### src/rtl/gray_pkg.sv
// rtl/gray_pkg.sv - Gray/binary conversion helpers and side selectors for async FIFO pointers
package gray_pkg;

    localparam int SIDE_WR = 0;
    localparam int SIDE_RD = 1;

    // Functions work on a fixed wide vector; callers zero-extend and size-cast to AW+1.
    localparam int GW = 32;

    function automatic logic [GW-1:0] bin2gray(input logic [GW-1:0] bin);
        return bin ^ (bin >> 1);
    endfunction

    function automatic logic [GW-1:0] gray2bin(input logic [GW-1:0] gray);
        logic [GW-1:0] bin;
        bin[GW-1] = gray[GW-1];
        for (int i = GW - 2; i >= 0; i--) begin
            bin[i] = bin[i+1] ^ gray[i];
        end
        return bin;
    endfunction

endpackage

### src/rtl/gray_sync.sv
// rtl/gray_sync.sv - multi-stage flop chain bringing a remote Gray pointer into the local clock
module gray_sync #(
    parameter int W      = 4,
    parameter int STAGES = 2
) (
    input  logic         clk_i,
    input  logic         rst_i,
    input  logic [W-1:0] d_i,
    output logic [W-1:0] q_o
);

    logic [W-1:0] sync_q [STAGES];

    always_ff @(posedge clk_i) begin
        if (rst_i) begin
            for (int i = 0; i < STAGES; i++) begin
                sync_q[i] <= '0;
            end
        end else begin
            sync_q[0] <= d_i;
            for (int i = 1; i < STAGES; i++) begin
                sync_q[i] <= sync_q[i-1];
            end
        end
    end

    assign q_o = sync_q[STAGES-1];

endmodule

### src/rtl/gray_ptr_ctl.sv
// rtl/gray_ptr_ctl.sv - one side of an async FIFO: local Gray pointer, remote sync, full/empty and level
module gray_ptr_ctl
    import gray_pkg::*;
#(
    parameter int AW          = 9,
    parameter int SIDE        = 0,
    parameter int SYNC_STAGES = 2
) (
    input  logic          CLKGR,
    input  logic          RSTGR,
    input  logic          inc,
    input  logic [AW:0]   remote_gray,
    output logic [AW:0]   ptr_bin,
    output logic [AW:0]   ptr_gray,
    output logic [AW-1:0] addr,
    output logic          flag,
    output logic [AW:0]   level
);

    localparam int PW = AW + 1;

    logic [AW:0] bin_q, bin_d;
    logic [AW:0] gray_q, gray_d;
    logic [AW:0] level_q, level_d;
    logic        flag_q, flag_d;
    logic        accept;
    logic [AW:0] rgray_s;
    logic [AW:0] rbin;

    gray_sync #(
        .W      (PW),
        .STAGES (SYNC_STAGES)
    ) u_sync (
        .clk_i (CLKGR),
        .rst_i (RSTGR),
        .d_i   (remote_gray),
        .q_o   (rgray_s)
    );

    // Flag and level use next-state pointers so a local accept is reflected on the same edge.
    always_comb begin
        accept  = inc & ~flag_q;
        bin_d   = bin_q + {{AW{1'b0}}, accept};
        gray_d  = PW'(bin2gray(GW'(bin_d)));
        rbin    = PW'(gray2bin(GW'(rgray_s)));
        flag_d  = 1'b0;
        level_d = '0;
        if (SIDE == SIDE_WR) begin
            flag_d  = (gray_d == {~rgray_s[AW:AW-1], rgray_s[AW-2:0]});
            level_d = bin_d - rbin;
        end else begin
            flag_d  = (gray_d == rgray_s);
            level_d = rbin - bin_d;
        end
    end

    always_ff @(posedge CLKGR) begin
        if (RSTGR) begin
            bin_q   <= '0;
            gray_q  <= '0;
            level_q <= '0;
            flag_q  <= (SIDE == SIDE_RD);
        end else begin
            bin_q   <= bin_d;
            gray_q  <= gray_d;
            level_q <= level_d;
            flag_q  <= flag_d;
        end
    end

    assign ptr_bin  = bin_q;
    assign ptr_gray = gray_q;
    assign addr     = bin_q[AW-1:0];
    assign flag     = flag_q;
    assign level    = level_q;

endmodule

### config.mk
export PLATFORM = sky130hd
export DESIGN_NAME = gray_ptr_ctl
export DESIGN_NICKNAME = d
export VERILOG_FILES = /design/src/rtl/gray_pkg.sv /design/src/rtl/gray_sync.sv /design/src/rtl/gray_ptr_ctl.sv
export SDC_FILE = /design/constraint.sdc
export NUM_CORES = 1
export LEC_CHECK = 0
export CAP_MARGIN = 30
export CORE_ASPECT_RATIO = 1.5
export CORE_MARGIN = 5
export CORE_UTILIZATION = 52
export CTS_BUF_LIST = sky130_fd_sc_hd__clkbuf_8
export CTS_CLUSTER_DIAMETER = 30
export DETAILED_ROUTE_END_ITERATION = 16
export GPL_ROUTABILITY_DRIVEN = 1
export HOLD_SLACK_MARGIN = 0.1
export PLACE_DENSITY = 0.82
export SYNTH_ARGS = -nofsm -noshare
export SYNTH_HDL_FRONTEND = slang
export SYNTH_HIERARCHICAL = 1
export SYNTH_SLANG_ARGS = --single-unit
### constraint.sdc
create_clock -name CLKGR -period 5.1 [get_ports CLKGR]
set_clock_uncertainty 0.05 [all_clocks]
set_input_delay 1.53 -clock CLKGR [delete_from_list [all_inputs] [get_ports CLKGR]]
set_output_delay 1.53 -clock CLKGR [all_outputs]
set_load 0.005 [all_outputs]
== Word level (Yosys, flattened, before mapping) ==
Memory sizes are Yosys's and may differ from the RTL's.
Cells that the tools add are included.
Storage, ports and cells
  word-level logic and storage cells: 28
  memories: 1
  output and inout port bits: 40
  flip-flop bits (word level): 31
  memory bits (writable): 20
  bits of input ports: 13
Memory list
  u_sync.sync_q: words 2, bits a word 10, read ports 2, clocked after Yosys merged registers in 0, wr ports 2, line gray_sync.sv:12  | logic [W-1:0] sync_q [STAGES];
Operators by class
  multiplexer cells: 5
  bitwise operators: 15
  add/sub/neg operators: 2
  equality and inequality tests: 1
Operators with widths (number)
  two-way mux 10 bit: 2
  adder 10 x 1 -> 10 bit: 1
  equality test 10 bit: 1
  subtractor 10 bit: 1
  bitwise XOR 10 x 9 -> 10 bit: 1
  bitwise XOR 1 bit: 9
  two-way mux 1 bit: 3
  NOT 2 bit: 1
  bitwise OR 1 bit: 2
  AND 1 bit: 1
  NOT 1 bit: 1

== Depth between registers and ports, before layout ==
Gate-level depths: netlist of run 1.
  depth in word-level cells: 10
  depth in mapped cells: 18
  mapped depth without buffers: 17

== Modules after synthesis ==
The synthesis of run 1 kept the hierarchy.
By module, submodules not included
  gray_ptr_ctl: area each 1751.7 µm², seq. area each 600.6 µm², cells an instance 192, times used 1
  gray_sync: area each 693.2 µm², seq. area each 400.4 µm², cells an instance 52, times used 1

== Worst setup path after synthesis of run 1 ==
OpenSTA, ideal clock, no wires.
  path kind: input to register
  start: input inc
  end: register level_q[8], in the netlist level[8]
  library setup time: 0.128 ns
  buffers on the path: 0
  stages on the path: 11
  required time: 4.922 ns
  data arrival time: 3.763 ns
  path slack: 1.159 ns
  cell sequence: nor2b_1 -> ha_1 -> ha_1 -> fa_1 -> a21o_1 -> a21oi_1 -> nor2b_1 -> o21a_1 -> o41ai_1 -> xor2_1 -> nor2_1
On the way
  longest elaborated chain between the ends: 3
RTL lines
  start: declaration: line gray_ptr_ctl.sv:11  | input logic inc,
  AND 1 bit: line gray_ptr_ctl.sv:42  | accept = inc & ~flag_q;
  adder 10 x 1 -> 10 bit: line gray_ptr_ctl.sv:43  | bin_d = bin_q + {{AW{1'b0}}, accept};
  net bin_d[1]: line gray_ptr_ctl.sv:22  | logic [AW:0] bin_q, bin_d;
  subtractor 10 bit: line gray_ptr_ctl.sv:50  | level_d = bin_d - rbin;
  end signal: assignment: line gray_ptr_ctl.sv:66  | level_q <= level_d;
  end: declaration: line gray_ptr_ctl.sv:24  | logic [AW:0] level_q, level_d;
The timed path passes the listed nets, and every way through them passes these cells.
A chain may end at the register's enable or synchronous reset.

== Worst setup path in the final report of run 1 ==
  start: input inc
  end: register level_q[7], in the netlist level[7]
Same word-level chain as after synthesis.

==> results of run 1 <==
flip-flops by register name (all words and copies together), names as in the netlist:
signal / cells
flag: 1
level: 10
ptr_bin: 10
ptr_gray: 9
u_sync/sync_q: 20
path summary, 6_finish.rpt:
check / endpoint / from / cells past startpoint
worst max-delay path: level[7] / inc / 12
worst min-delay path: u_sync/sync_q[0][11] / u_sync/sync_q[0][1] / 1
worst max register to register: level[8] / u_sync/sync_q[0][19] / 17
worst min register to register: u_sync/sync_q[0][11] / u_sync/sync_q[0][1] / 1
critical path, stage by stage:
cell and delay [ns]:
clkdlybuf4s50_1 0.44, nor2b_1 0.13, ha_1 0.23, ha_1 0.30
xor2_1 0.38, ha_1 0.34, o21ai_0 0.11, a21oi_1 0.13
o21ai_0 0.31, nand2b_1 0.15, a31oi_1 0.20, mux2_2 0.35
kinds of logic (layout without fill, tap and decap cells):
kind of cell,Yosys count,count (layout),share of synthesized area (%)
AND/OR/NAND/NOR,80,80,19.5
flip-flops,50,50,40.9
XOR/XNOR,45,45,18.0
buffers and inverters,35,72,9.06
AO/OA/AOI/OAI,21,21,5.58
adder cells (fa/ha/maj),12,12,6.45
multiplexers,1,1,0.461
area by class of cell:
| type | count | area, um2 |
|---|---|---|
| fillers | 372 | 1580 |
| clock buffers | 6 | 82.6 |
| inverters | 10 | 37.5 |
| well taps | 64 | 80.1 |
| repair buffers | 54 | 531 |
| clock inverters | 2 | 8.76 |
| multi-input cells | 159 | 1220 |
| flip-flops and latches | 50 | 1000 |
per-layer routing:
metal	wire length, um	vias up	global-route usage, %
met5	0	-	0
met4	68	0	6.44
met3	203	6	3.47
met2	2240	43	25.8
met1	1690	757	16.2
li1	-	833	-
Yosys cell counts, drive strengths merged:
cell      n  area share (%)
dfxtp    50              41
nor2b    28              10
nor2     26             4.0
xnor2    24             8.9
buf      22             7.1
xor2     21             9.1
ha       11             5.6
inv      10             1.5
nand3     7             1.4
nand2     6            0.92
nor3      5             1.0
o21ai     5             1.0
a21oi     4            0.82
a21o      3            0.92
clkbuf    3            0.46
a31oi     2            0.51
nand2b    2            0.51
nand4     2            0.51
o21a      2            0.61
a2111oi   1            0.36
a211o     1            0.36
and3      1            0.26
and4      1            0.36
fa        1            0.82
mux2      1            0.46
nor4      1            0.26
o211ai    1            0.31
o31ai     1            0.31
o41ai     1            0.36
or3       1            0.26
per-stage QoR:
stage	instance area, um2	total power (W)	utilization [%]	setup slack [ns]	hold WS [ns]
floorplan	2440	0.000580	-	1.16	0.365
global placement	2870	0.000652	63.2	0.337	0.370
detailed placement	2870	0.000660	63.2	0.324	0.376
CTS	2960	0.000886	65.2	0.627	0.399
global route	2960	0.000929	65.2	0.361	0.406
finish	2960	0.000874	65.2	0.627	0.393
power by group through the flow:
stage          clock, W  combinational [W]  sequential, W
2_1_floorplan         0           0.000137       0.000442
3_3_place_gp          0           0.000209       0.000443
3_5_place_dp          0           0.000216       0.000444
4_1_cts        0.000234           0.000218       0.000435
5_1_grt        0.000252           0.000240       0.000437
6_report       0.000226           0.000214       0.000435
==> impl_summary.txt, run 1 <==
----------------------------------------------------
[STA]
  Slew of the pin with the lowest slew margin ... 0.640 ns
  Setup violation total in the final timing report ... 0
  Timing-limited maximum frequency ... 224 MHz
  Crit path time final ... 4.47 ns
  Fin crit share ... 87.7%
  RSZ-0062 raised after global routing ... no
  Worst relative slew slack ... 57.4%
  Final number of max-transition violations ... 0
  Total negative slack ... 0 ns
  Hold Violations, Final ... 0

[Floorplanning]
  Site row count ... 30
  Ports placed on the boundary ... 53
  Die Span Y ... 94.0 um
  Die W ... 66.0 um
  Starting utilization of the core area ... 53.8%
  Die outline area ... 0.00620 mm2
  Core ar. ... 0.00454 mm2

[CTS]
  Maximum buffer depth of the clock tree ... 2
  Cts hold-fix bufs ... 0
  Num Clock Sinks ... 50
  Clock-pin slew on the worst setup and hold paths ... 0.08 ns
  Cell at the root of the clock tree ... clkbuf_8
  Clock latency of the later-clocked register in the worst-skew pair ... 0.29 ns
  Cts bufs inserted ... 5
  TritonCTS clock tree ... yes
  H-tree Lvls ... 2
  Post-CTS setup buffer count ... 0
  Count of instances resized after the clock tree is built ... 0

[Synthesis]
  Number of standard cells after synthesis ... 244
  Flop and latch count out of synthesis ... 50
  Avg Synthesized Cell Area ... 10.0 um2
  Net Count, Synth ... 269
  Number of distinct standard cells referenced by the synthesized netlist ... 35
  Synthesized area ... 0.00244 mm2
  Register area share after synthesis ... 40.9%
  Synth warn ... 6

[Power and ir drop]
  Part of the total power dissipated in combinational logic ... 24.5%
  Register share of total power ... 49.7%
  Total net switching power ... 0.000224 W
  Clock network fraction of design power ... 25.8%
  Cell-internal power ... 0.000650 W
  Switching Fraction ... 25.7%
  Worst-case vdd ir drop ... 204 uV
  Cell area power density ... 295 mW/mm2
  Pleak ... 1.22 nW

[Drt]
  1st-pass router iterations ... 5
  Vias after detailed routing ... 1639
  Detailed-route wire length ... 4190 um
  Number of remaining DRC errors ... 0
  Avg Vias per Cell ... 4.75
  Wire length per cell after detailed routing ... 12.2 um
  Number of nets with antenna violations after routing ... 0
  Iteration-0 DRC count of the detailed router ... 81

[Setup path]
  Crit Path Category ... primary input to register
  Startpoint type of the worst setup path ... primary input
  Worst-path fanout max ... 5
  Reg-to-reg slack, setup ... 1.13 ns
  Endpoint class of the critical path ... register
  Worst endpoint required time ... 5.24 ns
  Data arrival at the endpoint of the critical path ... 4.61 ns

[Placement]
  Inst Count DP ... 337
  Port-buffer cells ... 52
  Placer's final routability congestion estimate ... 0.823
  Post-DP HPWL ... 3260 um

[Global routing]
  Antenna violations before repair ... 0
  Total gr overflow ... 0
  Maximum number of pins on one net before global-route repair ... 51
  Global-route wire length before repair ... 6960 um
  Via count of the first global-routing pass ... 1609
  Overall routing resource usage ... 14.6%

[Cells and area]
  Antenna Diode Count ... 0
  Number of nets in the layout ... 305
  Most common cell after layout, fill and taps aside ... clkdlybuf4s50_1
  Area added between synthesis and finish ... 21.2%
  Ratio of cells with drive above 1 in the final layout ... 13.2%
  Top library cells by usage in the layout, fill and taps aside ... clkdlybuf4s50_1, dfxtp_1, nor2_1
  Post-route insts no fill ... 345

[Flow run]
  Max-cap violations ... 0

[Outcome]
  Result of the run ... complete, no violations

[Min path]
  Worst Hold Class ... register to register

----------------------------------------------------
(Power assumes the default switching activity.)
==> inputs of run 2 (changes only) <==
--- a/config.mk
+++ b/config.mk
@@ -7,14 +7,15 @@
 export LEC_CHECK = 0
 export CAP_MARGIN = 30
 export CORE_ASPECT_RATIO = 1.5
-export CORE_MARGIN = 5
-export CORE_UTILIZATION = 52
+export CORE_MARGIN = 8
+export CORE_UTILIZATION = 55
 export CTS_BUF_LIST = sky130_fd_sc_hd__clkbuf_8
 export CTS_CLUSTER_DIAMETER = 30
 export DETAILED_ROUTE_END_ITERATION = 16
+export DONT_BUFFER_PORTS = 1
 export GPL_ROUTABILITY_DRIVEN = 1
 export HOLD_SLACK_MARGIN = 0.1
-export PLACE_DENSITY = 0.82
+export PLACE_DENSITY = 0.7
 export SYNTH_ARGS = -nofsm -noshare
 export SYNTH_HDL_FRONTEND = slang
 export SYNTH_HIERARCHICAL = 1
==> impl_summary.txt, run 2 (synthesis results as in run 1) <==
----------------------------------------------------
[Drt]
  Detailed-route wire length ... 3960 um (-5.5%)
  1st-pass router iterations ... 4 (-1)
  Iteration-0 DRC count of the detailed router ... 75 (-7.4%)
  Number of remaining DRC errors ... 0 (unchanged)
  Wire length per cell after detailed routing ... 14.6 um (+20%)
  Vias after detailed routing ... 1442 (-12%)
  Number of nets with antenna violations after routing ... 0 (unchanged)
  Avg Vias per Cell ... 5.30 (+12%)

[Setup path]
  Worst-path fanout max ... 5 (unchanged)
  Crit Path Category ... primary input to register
  Worst reg2reg path depth ... 17 (unchanged)
  Startpoint type of the worst setup path ... primary input
  Worst endpoint required time ... 5.24 ns (about the same)
  Endpoint class of the critical path ... register
  Data arrival at the endpoint of the critical path ... 4.17 ns (-0.44 ns)

[Min path]
  Hold Path Stages ... 1 (unchanged)
  Worst Hold Class ... register to register

[STA]
  Final number of max-transition violations ... 0 (unchanged)
  Hold Violations, Final ... 0 (unchanged)
  Worst Hold Slack ... 0.392 ns (-0.000513 ns)
  Worst relative slew slack ... 58.5% (+1.1 points)
  Timing-limited maximum frequency ... 248 MHz (+11%)
  Total negative slack ... 0 ns (unchanged)
  RSZ-0062 raised after global routing ... no
  Slew of the pin with the lowest slew margin ... 0.618 ns (-0.0214 ns)
  Fin crit share ... 79.0% (-8.7 points)
  Setup violation total in the final timing report ... 0 (unchanged)
  Crit path time final ... 4.03 ns (-0.443 ns)

[CTS]
  TritonCTS clock tree ... yes
  Num Clock Sinks ... 50 (unchanged)
  Cts hold-fix bufs ... 0 (unchanged)
  Count of instances resized after the clock tree is built ... 0 (unchanged)
  H-tree Lvls ... 2 (unchanged)
  Cell at the root of the clock tree ... clkbuf_8
  Clock-pin slew on the worst setup and hold paths ... 0.08 ns (about the same)
  Cts bufs inserted ... 5 (unchanged)
  Clock latency of the later-clocked register in the worst-skew pair ... 0.30 ns (about the same)
  Post-CTS setup buffer count ... 0 (unchanged)
  Maximum buffer depth of the clock tree ... 2 (unchanged)

[Placement]
  Port-buffer cells ... 0 (-100%)
  Placer's final routability congestion estimate ... 0.806 (-2.1%)
  Placed inst area ... 0.00232 mm2 (-19%)
  Post-DP HPWL ... 2890 um (-11%)

[Floorplanning]
  Starting utilization of the core area ... 57.6% (+3.8 points)
  Die outline area ... 0.00688 mm2 (+11%)
  Ports placed on the boundary ... 53 (unchanged)
  Die W ... 70.4 um (+6.7%)
  Die Span Y ... 97.7 um (+3.9%)
  Core ar. ... 0.00425 mm2 (-6.5%)
  Site row count ... 29 (-3.3%)

[Cells and area]
  Largest register FFs ... 20 (unchanged)
  Ratio of cells with drive above 1 in the final layout ... 15.0% (+1.9 points)
  Filler Cells Inserted ... 360 (-3.2%)
  Number of nets in the layout ... 251 (-18%)
  Register ranked first by flip-flop count ... u_sync/sync_q
  Antenna Diode Count ... 0 (unchanged)
  Most common cell after layout, fill and taps aside ... dfxtp_1
  Final design area excluding fillers ... 0.00243 mm2 (-18%)
  End-of-flow core utilization ... 57.3% (-8.0 points)
  Area added between synthesis and finish ... -0.563%
  Top library cells by usage in the layout, fill and taps aside ... dfxtp_1, nor2_1, xnor2_1

[Global routing]
  Via count of the first global-routing pass ... 1523 (-5.3%)
  Maximum number of pins on one net before global-route repair ... 52 (+2.0%)
  Global routing usage on met2 ... 20.2% (-5.6 points)
  Global route hottest layer ... met2
  Met1 routing resource usage after global routing ... 13.0% (-3.2 points)
  Total gr overflow ... 0 (unchanged)
  Overall routing resource usage ... 12.3% (-2.3 points)
  GR Util met3 ... 5.11% (+1.6 points)
  Antenna violations before repair ... 0 (unchanged)
  Global-route wire length before repair ... 6960 um (-0.10%)

[Power and ir drop]
  Worst-case vdd ir drop ... 297 uV (+46%)
  Pleak ... 1.03 nW (-16%)
  Cell area power density ... 353 mW/mm2 (+20%)
  Power Total ... 0.000859 W (-1.7%)

[Outcome]
  Result of the run ... complete, no violations

[Flow run]
  Max-cap violations ... 0 (unchanged)

----------------------------------------------------
-- run 2: power breakdown --
part / internal [W] / switching, W
combinational: 0.0000714 / 0.0000693
clock: 0.000157 / 0.000121
sequential: 0.000422 / 0.0000189
-- run 2: critical path, cell delays in order --
cell and delay [ns]:
nor2b_1 0.11, ha_1 0.21, ha_1 0.30, xor2_1 0.41, ha_1 0.35, o21ai_0 0.12, a21oi_1 0.13, o21ai_0 0.33
nand2b_1 0.15, a31oi_1 0.20, mux2_2 0.35
-- run 2: final cells by class --
class / instances / area, um2 / share of cell area (%)
Clock buffer: 6 / 82.6 / 3.40
Clock inverter: 1 / 30.0 / 1.24
Inverter: 10 / 37.5 / 1.54
Multi-Input combinational cell: 159 / 1220 / 50.3
Sequential cell: 50 / 1000 / 41.2
Tap cell: 46 / 57.6 / 2.37
-- run 2: stage by stage --
step	setup slack (ns)	instances
floorplan	1.16	244
global placement	0.787	265
detailed placement	0.755	265
CTS	1.07	272
global route	0.780	272
finish	1.07	272
-- run 2: worst paths after layout --
path                                           start              endpoint  slack [ns]
worst max-delay path                             inc              level[7]        1.07
worst min-delay path             u_sync/sync_q[0][9]  u_sync/sync_q[0][19]        0.39
worst max register to register  u_sync/sync_q[0][19]              level[8]        1.09
worst min register to register   u_sync/sync_q[0][9]  u_sync/sync_q[0][19]        0.39
-- run 2: routing by layer --
layer,vias up,share of wire (%),routed length [um]
met1,666,43,1690
met4,0,2.2,86
met3,7,7.5,297
met5,-,0,0
li1,729,-,-
met2,40,48,1880
==> inputs of run 3 (changes only) <==
==> constraint.sdc (replaced) <==
create_clock -name CLKGR -period 4.2 [get_ports CLKGR]
set_clock_uncertainty 0.05 [all_clocks]
set_input_delay 1.26 -clock CLKGR [delete_from_list [all_inputs] [get_ports CLKGR]]
set_output_delay 1.26 -clock CLKGR [all_outputs]
set_load 0.005 [all_outputs]
==> impl_summary.txt, run 3 (synthesis results as in run 1) <==
----------------------------------------------------
[Setup path]
  Largest stage delay, worst path ... 0.40 ns (about the same)
  Top Family by Delay on Critical Path ... XOR/XNOR gates
  Crit Path Category ... register to register
  Max stage delay cell, worst path ... fa_1
  Startpoint type of the worst setup path ... register
  Worst path cell trace ... xnor2_2, xor2_2, xor2_2, xor2_2, xor2_2, xor2_2, xnor2_1, ha_1, inv_1, fa_1, a21o_1, a21oi_1, nor2b_1, o21a_1, o41ai_2, xor2_1, nor2_1
  Most common cell on crit path ... xor2_2
  Endpoint of the worst-slack reg-to-reg timing path ... level[8]
  Critical R2R Launch ... u_sync/sync_q[0][19]
  Endpoint class of the critical path ... register
  Reg-to-reg slack, setup ... 0.32 ns (-0.77 ns)
  Combined buffer and inverter count along the critical path ... 1 (+1)
  Worst endpoint required time ... 4.35 ns (-0.89 ns)
  Worst-path fanout max ... 4 (-1)
  Worst reg2reg path depth ... 17 (unchanged)
  Data arrival at the endpoint of the critical path ... 4.02 ns (-0.15 ns)

[Floorplanning]
  Die W ... 70.4 um (unchanged)
  Die Span Y ... 97.7 um (unchanged)
  Starting utilization of the core area ... 57.6% (unchanged)
  Die outline area ... 0.00688 mm2 (unchanged)
  Site row count ... 29 (unchanged)
  Ports placed on the boundary ... 53 (unchanged)
  Core ar. ... 0.00425 mm2 (unchanged)

[STA]
  Setup violation total in the final timing report ... 0 (unchanged)
  Minimum setup slack in the final design ... 0.322 ns (-0.747 ns)
  Final number of max-transition violations ... 0 (unchanged)
  Timing-limited maximum frequency ... 258 MHz
  Total negative slack ... 0 ns (unchanged)
  RSZ-0062 raised after global routing ... no
  Hold Violations, Final ... 0 (unchanged)
  Slew of the pin with the lowest slew margin ... 0.584 ns (-0.0338 ns)
  Fin crit share ... 92.3%
  Worst relative slew slack ... 60.8% (+2.3 points)
  Crit path time final ... 3.88 ns

[Drt]
  Vias after detailed routing ... 1464 (+1.5%)
  Iteration-0 DRC count of the detailed router ... 103 (+37%)
  Avg Vias per Cell ... 5.29 (-0.31%)
  Detailed-route wire length ... 4000 um (+0.93%)
  1st-pass router iterations ... 4 (unchanged)
  Number of remaining DRC errors ... 0 (unchanged)
  Wire length per cell after detailed routing ... 14.4 um (-0.89%)
  Number of nets with antenna violations after routing ... 0 (unchanged)

[CTS]
  TritonCTS clock tree ... yes
  Cts bufs inserted ... 5 (unchanged)
  Cell at the root of the clock tree ... clkbuf_8
  Clock-pin slew on the worst setup and hold paths ... 0.08 ns (about the same)
  Clock latency of the later-clocked register in the worst-skew pair ... 0.29 ns (about the same)
  Num Clock Sinks ... 50 (unchanged)
  Cts hold-fix bufs ... 0 (unchanged)
  Maximum buffer depth of the clock tree ... 2 (unchanged)
  H-tree Lvls ... 2 (unchanged)

[Placement]
  Post-DP HPWL ... 2980 um (+3.0%)
  Port-buffer cells ... 0 (unchanged)
  Placer's final routability congestion estimate ... 0.850 (+5.4%)
  Setup slack after placement ... 0.223 ns (-0.532 ns)
  Placed inst area ... 0.00234 mm2 (+0.97%)

[Outcome]
  Result of the run ... complete, no violations

[Global routing]
  Via count of the first global-routing pass ... 1534 (+0.72%)
  Overall routing resource usage ... 12.2% (-0.078 points)
  Total gr overflow ... 0 (unchanged)
  Maximum number of pins on one net before global-route repair ... 52 (unchanged)
  Global-route wire length before repair ... 6960 um (unchanged)
  Antenna violations before repair ... 0 (unchanged)

[Min path]
  Worst Hold Class ... register to register
  Hold Path Stages ... 1 (unchanged)
  Beginning of the worst hold path ... u_sync/sync_q[0][6]
  Hold endpoint ... u_sync/sync_q[0][16]

[Cells and area]
  Antenna Diode Count ... 0 (unchanged)
  Final design area excluding fillers ... 0.00245 mm2 (+0.67%)
  Largest register FFs ... 20 (unchanged)
  Top library cells by usage in the layout, fill and taps aside ... dfxtp_1, nor2_1, xnor2_1
  Filler Cells Inserted ... 380 (+5.6%)
  End-of-flow core utilization ... 57.6% (+0.38 points)
  Register ranked first by flip-flop count ... u_sync/sync_q
  Combined area of the multi-input logic cells ... 0.00123 mm2 (+0.61%)
  Register area ... 0.00100 mm2 (unchanged)
  Area added between synthesis and finish ... 0.102%
  Most common cell after layout, fill and taps aside ... dfxtp_1
  Number of nets in the layout ... 255 (+1.6%)
  Ratio of cells with drive above 1 in the final layout ... 16.9% (+1.8 points)

[Flow run]
  Max-cap violations ... 0 (unchanged)

[Power and ir drop]
  Worst-case vdd ir drop ... 310 uV (+4.2%)
  Part of the total power dissipated in combinational logic ... 18.1% (+1.7 points)
  Register share of total power ... 54.2% (+2.9 points)
  Total net switching power ... 0.000254 W (+22%)
  Pleak ... 1.05 nW (+1.8%)
  Clock network fraction of design power ... 27.7% (-4.6 points)
  Cell-internal power ... 0.000734 W (+13%)
  Cell area power density ... 404 mW/mm2 (+14%)
  Switching Fraction ... 25.7% (+1.4 points)

----------------------------------------------------
==> run 3: changes by cell type in the layout (fill, tap and decap cells not counted) <==
cell / before / now
buf_4: 0 / 4
bufinv_16: 1 / 0
clkinv_2: 0 / 1
inv_1: 10 / 11
o41ai_1: 1 / 0
o41ai_2: 0 / 1
==> run 3: repair_timing <==
action / 4_1_cts / 5_1_grt
endpoints found under the setup margin: 0 / 1
endpoints found under the hold margin: 0 / 0
resized for setup: 0 / 1
setup buffers: 0 / 1
==> run 3: cell type report <==
| type | instances | share of cell area [%] |
|---|---|---|
| Clock buffer | 6 | 3.37 |
| Clock inverter | 2 | 0.358 |
| Inverter | 10 | 1.53 |
| Multi-Input combinational cell | 159 | 50.3 |
| Sequential cell | 50 | 40.9 |
| Tap cell | 46 | 2.35 |
| Timing Repair Buffer | 4 | 1.23 |
==> run 3: worst register-to-register path, cell delays in order, from the launching register on <==
cell	delay (ns)
dfxtp_1	0.35
xnor2_2	0.23
xor2_2	0.24
xor2_2	0.24
xor2_2	0.22
xor2_2	0.25
xor2_2	0.26
xnor2_1	0.15
ha_1	0.19
inv_1	0.06
fa_1	0.40
a21o_1	0.20
a21oi_1	0.19
nor2b_1	0.09
o21a_1	0.20
o41ai_2	0.24
xor2_1	0.18
nor2_1	0.05
==> run 3: through the flow <==
| stage | power, W | instances | hold slack [ns] |
|---|---|---|---|
| after floorplan | 0.000704 | 244 | 0.365 |
| after global placement | 0.000721 | 268 | 0.372 |
| after detailed placement | 0.000722 | 268 | 0.372 |
| after CTS | 0.000999 | 276 | 0.399 |
| after global routing | 0.00105 | 277 | 0.407 |
| final | 0.000988 | 277 | 0.392 |
==> run 3: power by group through the flow <==
| stage | Clock (W) | Sequential, W | Combinational (W) |
|---|---|---|---|
| after floorplan | 0 | 0.000537 | 0.000167 |
| after detailed placement | 0 | 0.000549 | 0.000173 |
| after global routing | 0.000305 | 0.000541 | 0.000206 |
| after CTS | 0.000286 | 0.000538 | 0.000175 |
| after global placement | 0 | 0.000549 | 0.000172 |
| final | 0.000274 | 0.000536 | 0.000179 |
==> run 3: layer usage <==
layer / global-route usage (%) / up-vias / part of all wire (%)
li1: - / 737 / -
met1: 13.9 / 668 / 44
met2: 19.0 / 50 / 46
met3: 4.81 / 9 / 7.5
met4: 6.52 / 0 / 2.6
met5: 0 / - / 0
==> run 3: worst max path at each step <==
stage                     depth (start not counted)  slack, ns                  from  endpoint
after floorplan                                  18       0.51  u_sync/sync_q[0][19]  level[8]
after global placement                           11       0.25                   inc      flag
after detailed placement                         13       0.22                   inc  level[9]
after CTS                                        17       0.23  u_sync/sync_q[0][19]  level[8]
after global routing                             17       0.04  u_sync/sync_q[0][19]  level[8]
final                                            17       0.32  u_sync/sync_q[0][19]  level[8]
